## config.mk

```make
export PLATFORM = sky130hd
export DESIGN_NAME = plot_arbiter
export DESIGN_NICKNAME = d
export VERILOG_FILES = /design/src/rtl/plot_arb_pkg.sv /design/src/rtl/plot_arbiter_rr_pick.sv /design/src/rtl/plot_arbiter.sv
export SDC_FILE = /design/constraint.sdc
export NUM_CORES = 1
export LEC_CHECK = 0
export ABC_AREA = 1
export BUFFER_PORTS_ARGS = -buffer_cell sky130_fd_sc_hd__buf_2
export CAP_MARGIN = 20
export CORE_AREA = 2 2 69 71
export CTS_BUF_LIST = sky130_fd_sc_hd__clkbuf_16
export CTS_CLUSTER_SIZE = 24
export DETAILED_ROUTE_END_ITERATION = 16
export DIE_AREA = 0 0 71 73
export GPL_ROUTABILITY_DRIVEN = 0
export GPL_TIMING_DRIVEN = 0
export PLACE_DENSITY = 0.77
export SKIP_LAST_GASP = 1
export SLEW_MARGIN = 20
export SYNTH_ARGS = -nofsm -noshare
export SYNTH_HDL_FRONTEND = slang
export SYNTH_HIERARCHICAL = 1
export SYNTH_SLANG_ARGS = --single-unit
export TNS_END_PERCENT = 1
```

## constraint.sdc

```tcl
create_clock -name clock -period 1.7 [get_ports clock]
set_input_delay 0.34 -clock clock [delete_from_list [all_inputs] [get_ports clock]]
set_output_delay 0.34 -clock clock [all_outputs]
set_load 0.03 [all_outputs]
```

## src/rtl/plot_arb_pkg.sv

```systemverilog
// plot_arb_pkg: shared types, default widths and requester indices for the pixel-port arbiter.
package plot_arb_pkg;
   typedef enum logic {IDLE, GRANT} arb_state_e;
   localparam int DEF_X_W = 8;
   localparam int DEF_Y_W = 7;
   localparam int DEF_C_W = 3;
   localparam int REQ_ERASE = 0;
   localparam int REQ_SQUARES = 1;
   localparam int REQ_CATCHER = 2;
endpackage

```

## src/rtl/plot_arbiter_rr_pick.sv

```systemverilog
// rr_pick: combinational round-robin picker; first set request scanning upward from ptr with wrap.
module rr_pick #(
   parameter int N = 3,
   parameter int PW = 2
) (
   input  logic [N-1:0]  req,
   input  logic [PW-1:0] ptr,
   output logic [N-1:0]  oh,
   output logic [PW-1:0] idx,
   output logic          any
);
   always_comb begin
      oh = '0;
      idx = '0;
      any = |req;
      // scan farthest offset first so the nearest request to ptr wins
      for (int k = N - 1; k >= 0; k--) begin
         int j;
         j = (int'(ptr) + k) % N;
         if (req[j]) begin
            oh = '0;
            oh[j] = 1'b1;
            idx = PW'(j);
         end
      end
   end
endmodule

```

## src/rtl/plot_arbiter.sv

```systemverilog
// plot_arbiter: round-robin owner of the VGA pixel-write port; bursts end on last or on stall timeout.
module plot_arbiter
   import plot_arb_pkg::*;
#(
   parameter int N_REQ = 3,
   parameter int X_W = DEF_X_W,
   parameter int Y_W = DEF_Y_W,
   parameter int C_W = DEF_C_W,
   parameter int TIMEOUT = 15
) (
   input  logic               clock,
   input  logic               reset,
   input  logic [N_REQ-1:0]   req,
   input  logic [N_REQ-1:0]   last,
   input  logic [N_REQ*X_W-1:0] x_in,
   input  logic [N_REQ*Y_W-1:0] y_in,
   input  logic [N_REQ*C_W-1:0] colour_in,
   output logic [N_REQ-1:0]   gnt,
   output logic [N_REQ-1:0]   ack,
   output logic [X_W-1:0]     out_x,
   output logic [Y_W-1:0]     out_y,
   output logic [C_W-1:0]     out_colour,
   output logic               out_plot,
   output logic               busy,
   output logic               timeout_err
);
   localparam int PW = N_REQ > 1 ? $clog2(N_REQ) : 1;
   localparam int CW = $clog2(TIMEOUT + 1);

   arb_state_e state, state_d;
   logic [PW-1:0] ptr, owner, pick_idx, next_ptr;
   logic [N_REQ-1:0] pick_oh;
   logic [CW-1:0] stall;
   logic any_req, accept, done, expire;

   rr_pick #(.N(N_REQ), .PW(PW)) u_pick (
      .req(req),
      .ptr(ptr),
      .oh(pick_oh),
      .idx(pick_idx),
      .any(any_req)
   );

   assign ack = req & gnt;
   assign busy = state == GRANT;

   always_comb begin
      accept = |ack;
      done = |(ack & last);
      expire = state == GRANT && !accept && stall == CW'(TIMEOUT - 1);
      next_ptr = owner == PW'(N_REQ - 1) ? '0 : owner + 1'b1;
      state_d = state == IDLE ? (any_req ? GRANT : IDLE) : (done || expire ? IDLE : GRANT);
   end

   always_ff @(posedge clock or negedge reset)
      if (!reset) state <= IDLE;
      else state <= state_d;

   always_ff @(posedge clock or negedge reset) begin
      if (!reset) begin
         gnt <= '0;
         owner <= '0;
         ptr <= PW'(REQ_ERASE);
         stall <= '0;
         out_x <= '0;
         out_y <= '0;
         out_colour <= '0;
         out_plot <= 1'b0;
         timeout_err <= 1'b0;
      end else begin
         out_plot <= accept;
         if (accept) begin
            out_x <= x_in[owner*X_W +: X_W];
            out_y <= y_in[owner*Y_W +: Y_W];
            out_colour <= colour_in[owner*C_W +: C_W];
            stall <= '0;
         end else if (state == GRANT) stall <= stall + 1'b1;
         if (state == IDLE && any_req) begin
            gnt <= pick_oh;
            owner <= pick_idx;
            stall <= '0;
         end
         if (done || expire) begin
            gnt <= '0;
            ptr <= next_ptr;
         end
         if (expire) timeout_err <= 1'b1;
      end
   end
endmodule

```

Word level (Yosys, flattened, before mapping) --
Cells that the tools add are included. W data, S select, Z words.
Cells by class: divide/modulo/power cells 3, bitwise operators 3, add/sub/neg operators 4, shift operators 3, muxes and demuxes 30, $mul 2, equality and inequality tests 2, reduce and logical (&&, ||, !) cells 13, magnitude comparators 6
Operators by type and width (count):
- $ge A32 B1 Y1 const B | 3
- $lt A32 B4 Y1 const B | 3
- $mod A32 B3 Y32 const B | 2
- $mod A3 B3 Y32 const B | 1
- $shiftx A24 B6 Y8 | 1
- $shiftx A21 B6 Y7 | 1
- $mux W3 | 5
- $mux W1 | 12
- $mux W4 | 3
- $reduce_or A3 Y1 | 3
- $shiftx A9 B5 Y3 | 1
- $mux W2 | 4
- $and A3 B3 Y3 | 2
- $bmux W1 S2 | 3
- $demux W1 S2 | 3
- $logic_and A1 B1 Y1 | 6
- $mul A2 B3 Y5 const B | 1
- $add A4 B1 Y4 const B | 1
- $eq A4 B4 Y1 const B | 1
- $mul A2 B2 Y4 const B | 1
- $add A2 B1 Y3 const B | 1
- $add A2 B2 Y3 const B | 1
- $reduce_bool A3 Y1 | 1
- $add A2 B1 Y2 const B | 1
- 5 further kinds | 5
Storage, ports and cells: output and inout bits 27, register bits 32

Longest topological paths before layout --
Gate-level depths: netlist of the first run.
depth after elaboration 11, depth in mapped cells 14, gate-level depth less buffers 14

Cells and area by module --
Netlist of the first run, hierarchy kept.
By module, submodules not included:
- plot_arbiter | instances 1, cells each 237, area an instance 1691.6 µm²
- rr_pick | instances 1, cells each 59, area an instance 296.5 µm²

Worst setup path before layout of the first run --
No wires, ideal clock.
kind register to register, start point reg ptr[0], end point reg gnt[2], cell stages (with the launch flop) 13, buffers on the path 0, period minus slack after synthesis 1.574 ns, data required time 1.580 ns, slack 0.126 ns, library setup time 0.120 ns, data arrival time 1.454 ns, cells stage by stage dfrtp_1 > inv_1 > ha_1 > o21ai_2 > nand2_1 > nand2_1 > nand2_1 > nand2_1 > nand2_1 > nand3_1 > nand2_1 > inv_1 > nor2_1
Between the ends: cells in the longest elaborated chain, start to end 11, elaborated cells between the ends (all ways) 34, classes of those cells add/sub (2); div (3); order compare (6); mux (20); reduce/logical (3)
RTL lines:
- start: declaration | RTL line plot_arbiter.sv:31 | logic [PW-1:0] ptr, owner, pick_idx, next_ptr;
- start signal: assignment | RTL line plot_arbiter.sv:63 | ptr <= PW'(REQ_ERASE);
- start signal: assignment | RTL line plot_arbiter.sv:85 | ptr <= next_ptr;
- $add A2 B2 Y3 | RTL line plot_arbiter_rr_pick.sv:19 | j = (int'(ptr) + k) % N;
- $mod A32 B3 Y32 | RTL line plot_arbiter_rr_pick.sv:19
- $ge A32 B1 Y1 (implied by the code) or $lt A32 B4 Y1 (tied branches) | RTL line plot_arbiter_rr_pick.sv:22 | oh[j] = 1'b1;
- $logic_and A1 B1 Y1 (implied by the code) | RTL line plot_arbiter_rr_pick.sv:22
- $mux W1 (implied by the code) | RTL line plot_arbiter_rr_pick.sv:22
- $demux W1 S2
- $mux W3 (2 in a row) | RTL line plot_arbiter_rr_pick.sv:20 | if (req[j]) begin
- $mux W3 (*) | RTL line plot_arbiter_rr_pick.sv:20
- named net pick_oh[2] | RTL line plot_arbiter.sv:32 | logic [N_REQ-1:0] pick_oh;
- $mux W3 (*) | RTL line plot_arbiter.sv:78 | if (state == IDLE && any_req) begin
- $mux W3 (*) | RTL line plot_arbiter.sv:83 | if (done || expire) begin
- end signal: assignment | RTL line plot_arbiter.sv:79 | gnt <= pick_oh;
- end: declaration | RTL line plot_arbiter.sv:18 | output logic [N_REQ-1:0] gnt,
The timed path passes the listed nets; every way through them passes the cells marked *. The select of a mux whose other input is x is not followed. A chain may end at the register's enable or synchronous reset.

Worst setup path in the final report of the first run --
start point reg ptr[1], end point reg gnt[1]
Same word-level chain as after synthesis.

==> flow_metrics.env, run 1 <==
export IMPL_status="completed"
export IMPL_yosysWarnings=6
export IMPL_dr_pass1_iters=4
export IMPL_dp_cells=438
export IMPL_criticalPathCategory="flop to flop"
export IMPL_multi_input_area_um2=1100
export IMPL_clk_latency_ns=0.27
export IMPL_grt_use_total_pct=19.3
export IMPL_grt_max_degree=33
export IMPL_row_count=25
export IMPL_start_util_pct=43.8
export IMPL_core_um2=4540
export IMPL_cts_root_buffer="clkbuf_16"
export IMPL_overflow=0
export IMPL_numCtsBuffers=5
export IMPL_crit_arrival_ns=1.82
export IMPL_path_buf_inv=2
export IMPL_setup_violations=0
export IMPL_postSynthAreaPerCell_um2=6.72
export IMPL_min_period_over_period_pct=95.2
export IMPL_fin_crit_ns=1.62
export IMPL_syn_area_um2=1990
export IMPL_ys_ff_latch=32
export IMPL_synthesis_nets=364
export IMPL_yosysUniqueCellTypes=22
export IMPL_h_tree_depth=2
export IMPL_hpwl_um=3800
export IMPL_wl_um=5130
export IMPL_final_cell_area_um2=2750
export IMPL_cts_hold_buf=0
export IMPL_drt_initial_drc_count=126
export IMPL_die_w_um=71
export IMPL_finish_utilization_pct=60.7
export IMPL_ff_latch_area_um2=802
export IMPL_p_leak_uw=0.00164
export IMPL_grt_pass1_vias=1813
export IMPL_placed_area_um2=2500
export IMPL_n_fill_cell=384
export IMPL_die_area_um2=5180
export IMPL_io_buffers=88
export IMPL_area_growth_synth_to_final_pct=38.4
export IMPL_start_kind="flop"
export IMPL_peakVddDrop_v=0.000932
export IMPL_slew_headroom_pct=54.0
export IMPL_grt_pass1_wl_um=7980
export IMPL_fmax_mhz=618
export IMPL_cts_buffer_depth=2
export IMPL_rsz0062_at_grt="true"
export IMPL_fin_nets=461
export IMPL_critPathTopFamily="simple AND/OR/NAND/NOR gates"
export IMPL_antenna_cells=0
export IMPL_post_drt_via_cell_ratio=4.71
export IMPL_seq_area_frac_synth_pct=40.3
export IMPL_netlist_instances=296
export IMPL_clock_sinks=32
export IMPL_crit_fanout=5
export IMPL_cts_tree="yes"
export IMPL_cts_clk_slew_worst_paths_ns=0.05
export IMPL_hp_class="input pin to asynchronous set/reset pin"
export IMPL_clock_skew_ns=0.00267
export IMPL_yosys_area_top_type="dfrtp_1"
export IMPL_worstMarginPinSlew_ns=0.690
export IMPL_route_detailed_drc=0
export IMPL_path_cells="ha_4 -> inv_6 -> nor2_4 -> nand2_2 -> nand2_2 -> nand2_1 -> nand2_1 -> nand2_2 -> nand2_1 -> nand3_1 -> nand2_1 -> inv_1 -> nor2_1"
export IMPL_max_stage_delay_ns=0.45
export IMPL_drive_gt1_share_pct=33.5
export IMPL_slowest_stage="dfrtp_2"
export IMPL_cp_common_cell="nand2_1"
export IMPL_synth_area_leaders="dfrtp_1, nand2_1, nand3_1"
export IMPL_end_kind="flop"
export IMPL_instances_no_fill=448
export IMPL_finalHoldViolCount=0
export IMPL_maxCapViolCount=0
export IMPL_ios=89
export IMPL_p_per_area_nw_per_um2=1860
export IMPL_critical_path_required_ns=1.90
export IMPL_die_h_um=73
export IMPL_vias=2108
export IMPL_wl_per_cell_um=11.4
export IMPL_ant_nets=0
export IMPL_synth_top_area_share_pct=40.3
export IMPL_maxSlewViolCount=0
export IMPL_antenna_found_initial=0
-- worst paths after layout --
kind | from | endpoint | slack, ns | depth (start not counted)
worst min register to register | timeout_err | timeout_err | 0.46 | 2
worst max-delay path | ptr[1] | gnt[1] | 0.08 | 13
worst max register to register | ptr[1] | gnt[1] | 0.08 | 13
max in group asynchronous | reset | ptr[1] | 1.10 | 1
min in group clock | x_in[15] | out_x[7] | 0.35 | 5
worst min-delay path | reset | out_plot | 0.11 | 1
-- per-stage QoR --
step / total power, uW / hold slack (ns) / setup TNS (ns) / setup slack (ns)
6_report: 5110 / 0.106 / 0 / 0.0818
5_1_grt: 5520 / 0.176 / -0.120 / -0.0459
4_1_cts: 4980 / 0.134 / 0 / 0.0302
3_5_place_dp: 3890 / 0.424 / -0.150 / -0.0610
3_3_place_gp: 3840 / 0.422 / -0.0323 / -0.0242
2_1_floorplan: 3190 / 0.0444 / 0 / 0.126
-- layout make-up --
class	count	area share (%)
Timing Repair Buffer	90	16.6
Buffer	6	1.68
Multi-Input combinational cell	229	39.9
Sequential cell	32	29.1
Clock buffer	5	4.55
Inverter	29	4.14
Tap cell	54	2.46
Clock inverter	3	1.55
-- layout by cell type (no fill, tap or decap), types with 4 or more instances in the layout --
| master | n |
|---|---|
| inv_1 | 20 |
| nor2_4 | 4 |
| nand3_1 | 35 |
| ha_1 | 4 |
| buf_2 | 89 |
| inv_2 | 8 |
| buf_4 | 6 |
| clkbuf_16 | 5 |
| nand2_1 | 156 |
| dfrtp_1 | 31 |
| nand2_2 | 5 |
| nor2_1 | 8 |
-- cell families (layout without fill, tap and decap cells) --
family,Yosys count,count (layout),synth area share [%]
DFF,32,32,40.3
adders and majority gates,6,6,3.78
and+or+nand+nor,213,213,44.9
buffers and inverters,35,133,7.80
AOI/OAI and AO/OA,8,8,2.33
xor gates and xnor gates,2,2,0.881
-- layer usage --
layer / vias up / share of wire, % / track usage [%]
li1: 1107 / - / -
met2: 77 / 48 / 31.8
met4: 0 / 1.5 / 5.45
met5: - / 0 / 0
met3: 8 / 5.7 / 3.73
met1: 916 / 45 / 26.2
-- power breakdown --
group	total (uW)	internal [uW]	switching, uW	leakage, uW
Clock	1000	687	315	0.0000798
Combinational	2840	970	1870	0.00115
Sequential	1270	1060	205	0.000403
-- flip-flops by register name, summed over array words and instances (netlist names) --
| register | count |
|---|---|
| busy | 1 |
| out_y | 7 |
| out_colour | 3 |
| timeout_err | 1 |
| ptr | 2 |
| owner | 2 |
| out_x | 8 |
| stall | 4 |
| gnt | 3 |
| out_plot | 1 |
-- cells in the mapped netlist, drive strengths merged --
library cell and number:
inv 29, o22ai 2, nand2 163, xnor2 1, nor2 13, nand3 37
o21ai 4, ha 6, xor2 1, a21oi 2, buf 6, dfrtp 32
-- what timing repair did --
item	in CTS	in global routing
pin swaps	0	9
cloned	0	0
endpoints found under the setup margin	5	5
resized for setup	2	16
buffers inserted	2	0
Power figures use the tool's default switching activity.
==> inputs of run 2 (changes only) <==
Settings changed: CORE_AREA 2 2 69 71 to 2 2 70 72, CTS_BUF_LIST sky130_fd_sc_hd__clkbuf_16 to sky130_fd_sc_hd__clkbuf_8, DIE_AREA 0 0 71 73 to 0 0 72 74, PLACE_DENSITY 0.77 to 0.75.
==> run 2 against run 1 <==
First-iteration DRC count fell by 12%. Sequential cell count unchanged. Critical path depth shrank 2. Clock skew is 0.0013 ns lower. Worst hold slack lost 0.012 ns. Largest cell class unchanged.
==> flow_metrics.env, run 2 (synthesized netlist as in run 1, its figures left out) <==
export IMPL_clk_latency_ns=0.28
export IMPL_numCtsBuffers=5
export IMPL_ant_nets=0
export IMPL_cp_common_cell="nand2_1"
export IMPL_maxSlewViolCount=0
export IMPL_routed_wl_met2_um=2460
export IMPL_post_drt_via_cell_ratio=4.73
export IMPL_routed_top_layer="met4"
export IMPL_vias=2108
export IMPL_row_count=25
export IMPL_final_common_cell="nand2_1"
export IMPL_min_period_over_period_pct=97.1
export IMPL_cts_root_buffer="clkbuf_8"
export IMPL_start_util_pct=43.2
export IMPL_fin_nets=459
export IMPL_grt_pass1_vias=1802
export IMPL_post_cts_buffers=0
export IMPL_fin_crit_ns=1.65
export IMPL_worstMarginPinSlew_ns=0.689
export IMPL_finalHoldViolCount=0
export IMPL_finish_utilization_pct=58.8
export IMPL_wl_um=5030
export IMPL_crit_arrival_ns=1.81
export IMPL_clock_sinks=32
export IMPL_slew_headroom_pct=54.1
export IMPL_fin_ws_ns=0.0498
export IMPL_slowest_stage="dfrtp_2"
export IMPL_largest_register="out_x"
export IMPL_drt_initial_drc_count=111
export IMPL_grt_use_total_pct=19.0
export IMPL_wl_per_cell_um=11.3
export IMPL_path_cells="inv_2 -> ha_4 -> nand2_1 -> nand3_4 -> nand2_2 -> nand2_2 -> nand2_1 -> nand2_1 -> nand2_1 -> nor2_1 -> a21oi_1"
export IMPL_crit_fanout=4
export IMPL_m1WireLength_um=2210
export IMPL_rsz0062_at_grt="true"
export IMPL_p_per_area_nw_per_um2=1800
export IMPL_grt_pass1_wl_um=7870
export IMPL_ios=89
export IMPL_largest_reg_flops=8
export IMPL_fmax_mhz=606
export IMPL_overflow=0
export IMPL_io_buffers=88
export IMPL_drive_gt1_share_pct=33.7
export IMPL_antenna_cells=0
export IMPL_max_stage_delay_ns=0.42
export IMPL_hp_class="input pin to asynchronous set/reset pin"
export IMPL_peakVddDrop_v=0.000799
export IMPL_clock_skew_ns=0.00134
export IMPL_start_kind="flop"
export IMPL_cts_buffer_depth=2
export IMPL_cts_tree="yes"
export IMPL_die_area_um2=5330
export IMPL_grt_max_degree=33
export IMPL_criticalPathCategory="flop to flop"
export IMPL_route_detailed_drc=0
export IMPL_die_h_um=74
export IMPL_die_w_um=72
export IMPL_core_um2=4600
export IMPL_hpwl_um=3900
export IMPL_n_fill_cell=448
export IMPL_critical_path_required_ns=1.86
export IMPL_cts_clk_slew_worst_paths_ns=0.07
export IMPL_finalSetupTns_ns=0
export IMPL_p_leak_uw=0.00161
export IMPL_top_regs="out_x: 8 flops, out_y: 7 flops, stall: 4 flops"
export IMPL_maxCapViolCount=0
export IMPL_area_growth_synth_to_final_pct=35.9
export IMPL_status="completed"
export IMPL_h_tree_depth=2
export IMPL_final_cell_mix="nand2_1, buf_2, nand3_1"
export IMPL_wl_met3_um=295
export IMPL_end_kind="flop"
export IMPL_dr_pass1_iters=4
export IMPL_antenna_found_initial=0
export IMPL_dp_slack_ns=-0.0566
export IMPL_setup_violations=0
[run 2: cell count changes in the layout (fill, tap and decap cells not counted), sizes merged]
cell	before	now
clkinvlp	1	0
clkinv	1	0
buf	96	94
clkbuf	5	7
[run 2: per-layer routing]
metal / up-vias / GRT usage (%)
li1: 1097 / -
met1: 937 / 24.6
met2: 67 / 32.4
met3: 7 / 3.93
met4: 0 / 5.66
met5: - / 0
[run 2: critical path, delay by kind of cell, from the launching register on]
kind | cells | cell delay, ns
AND/OR/NAND/NOR | 8 | 0.65
flip-flops | 1 | 0.42
buffers and inverters | 1 | 0.07
AO/OA/AOI/OAI | 1 | 0.06
adder cells (fa/ha/maj) | 1 | 0.32
[run 2: final timing paths]
check | from | endpoint | slack (ns) | cells past startpoint
worst min register to register | timeout_err | timeout_err | 0.46 | 2
worst max-delay path | ptr[0] | owner[1] | 0.05 | 11
worst max register to register | ptr[0] | owner[1] | 0.05 | 11
worst min-delay path | reset | out_plot | 0.09 | 1
max in group asynchronous | reset | ptr[1] | 1.12 | 1
min in group clock | x_in[10] | out_x[2] | 0.35 | 5
[run 2: stage by stage]
stage | instances | total power (uW) | hold slack, ns | cell area, um^2
2_1_floorplan | 296 | 3190 | 0.0444 | 1990
3_3_place_gp | 438 | 3850 | 0.424 | 2500
3_5_place_dp | 438 | 3890 | 0.430 | 2500
4_1_cts | 446 | 4750 | 0.122 | 2640
5_1_grt | 446 | 5280 | 0.157 | 2700
6_report | 446 | 4880 | 0.0940 | 2700
[run 2: area by class of cell]
cell class                      instances  area (um^2)  area share (%)
Inverter                               29          114            4.21
Timing Repair Buffer                   88          440            16.3
Tap cell                               54         67.6            2.50
Buffer                                  6         46.3            1.71
Sequential cell                        32          803            29.7
Clock buffer                            7         96.3            3.56
Multi-Input combinational cell        229         1100            40.9
Clock inverter                          1         30.0            1.11
[run 2: timing repair]
item                       CTS  global route
gates resized for setup      2            18
pin swaps                    0             5
hold buffers                 0             0
setup endpoints to repair    5             5
[run 2: where the power goes]
group,switching (uW),leakage (uW),internal (uW),total (uW)
Clock,284,0.0000645,517,801
Sequential,216,0.000402,1060,1280
Combinational,1840,0.00114,955,2800
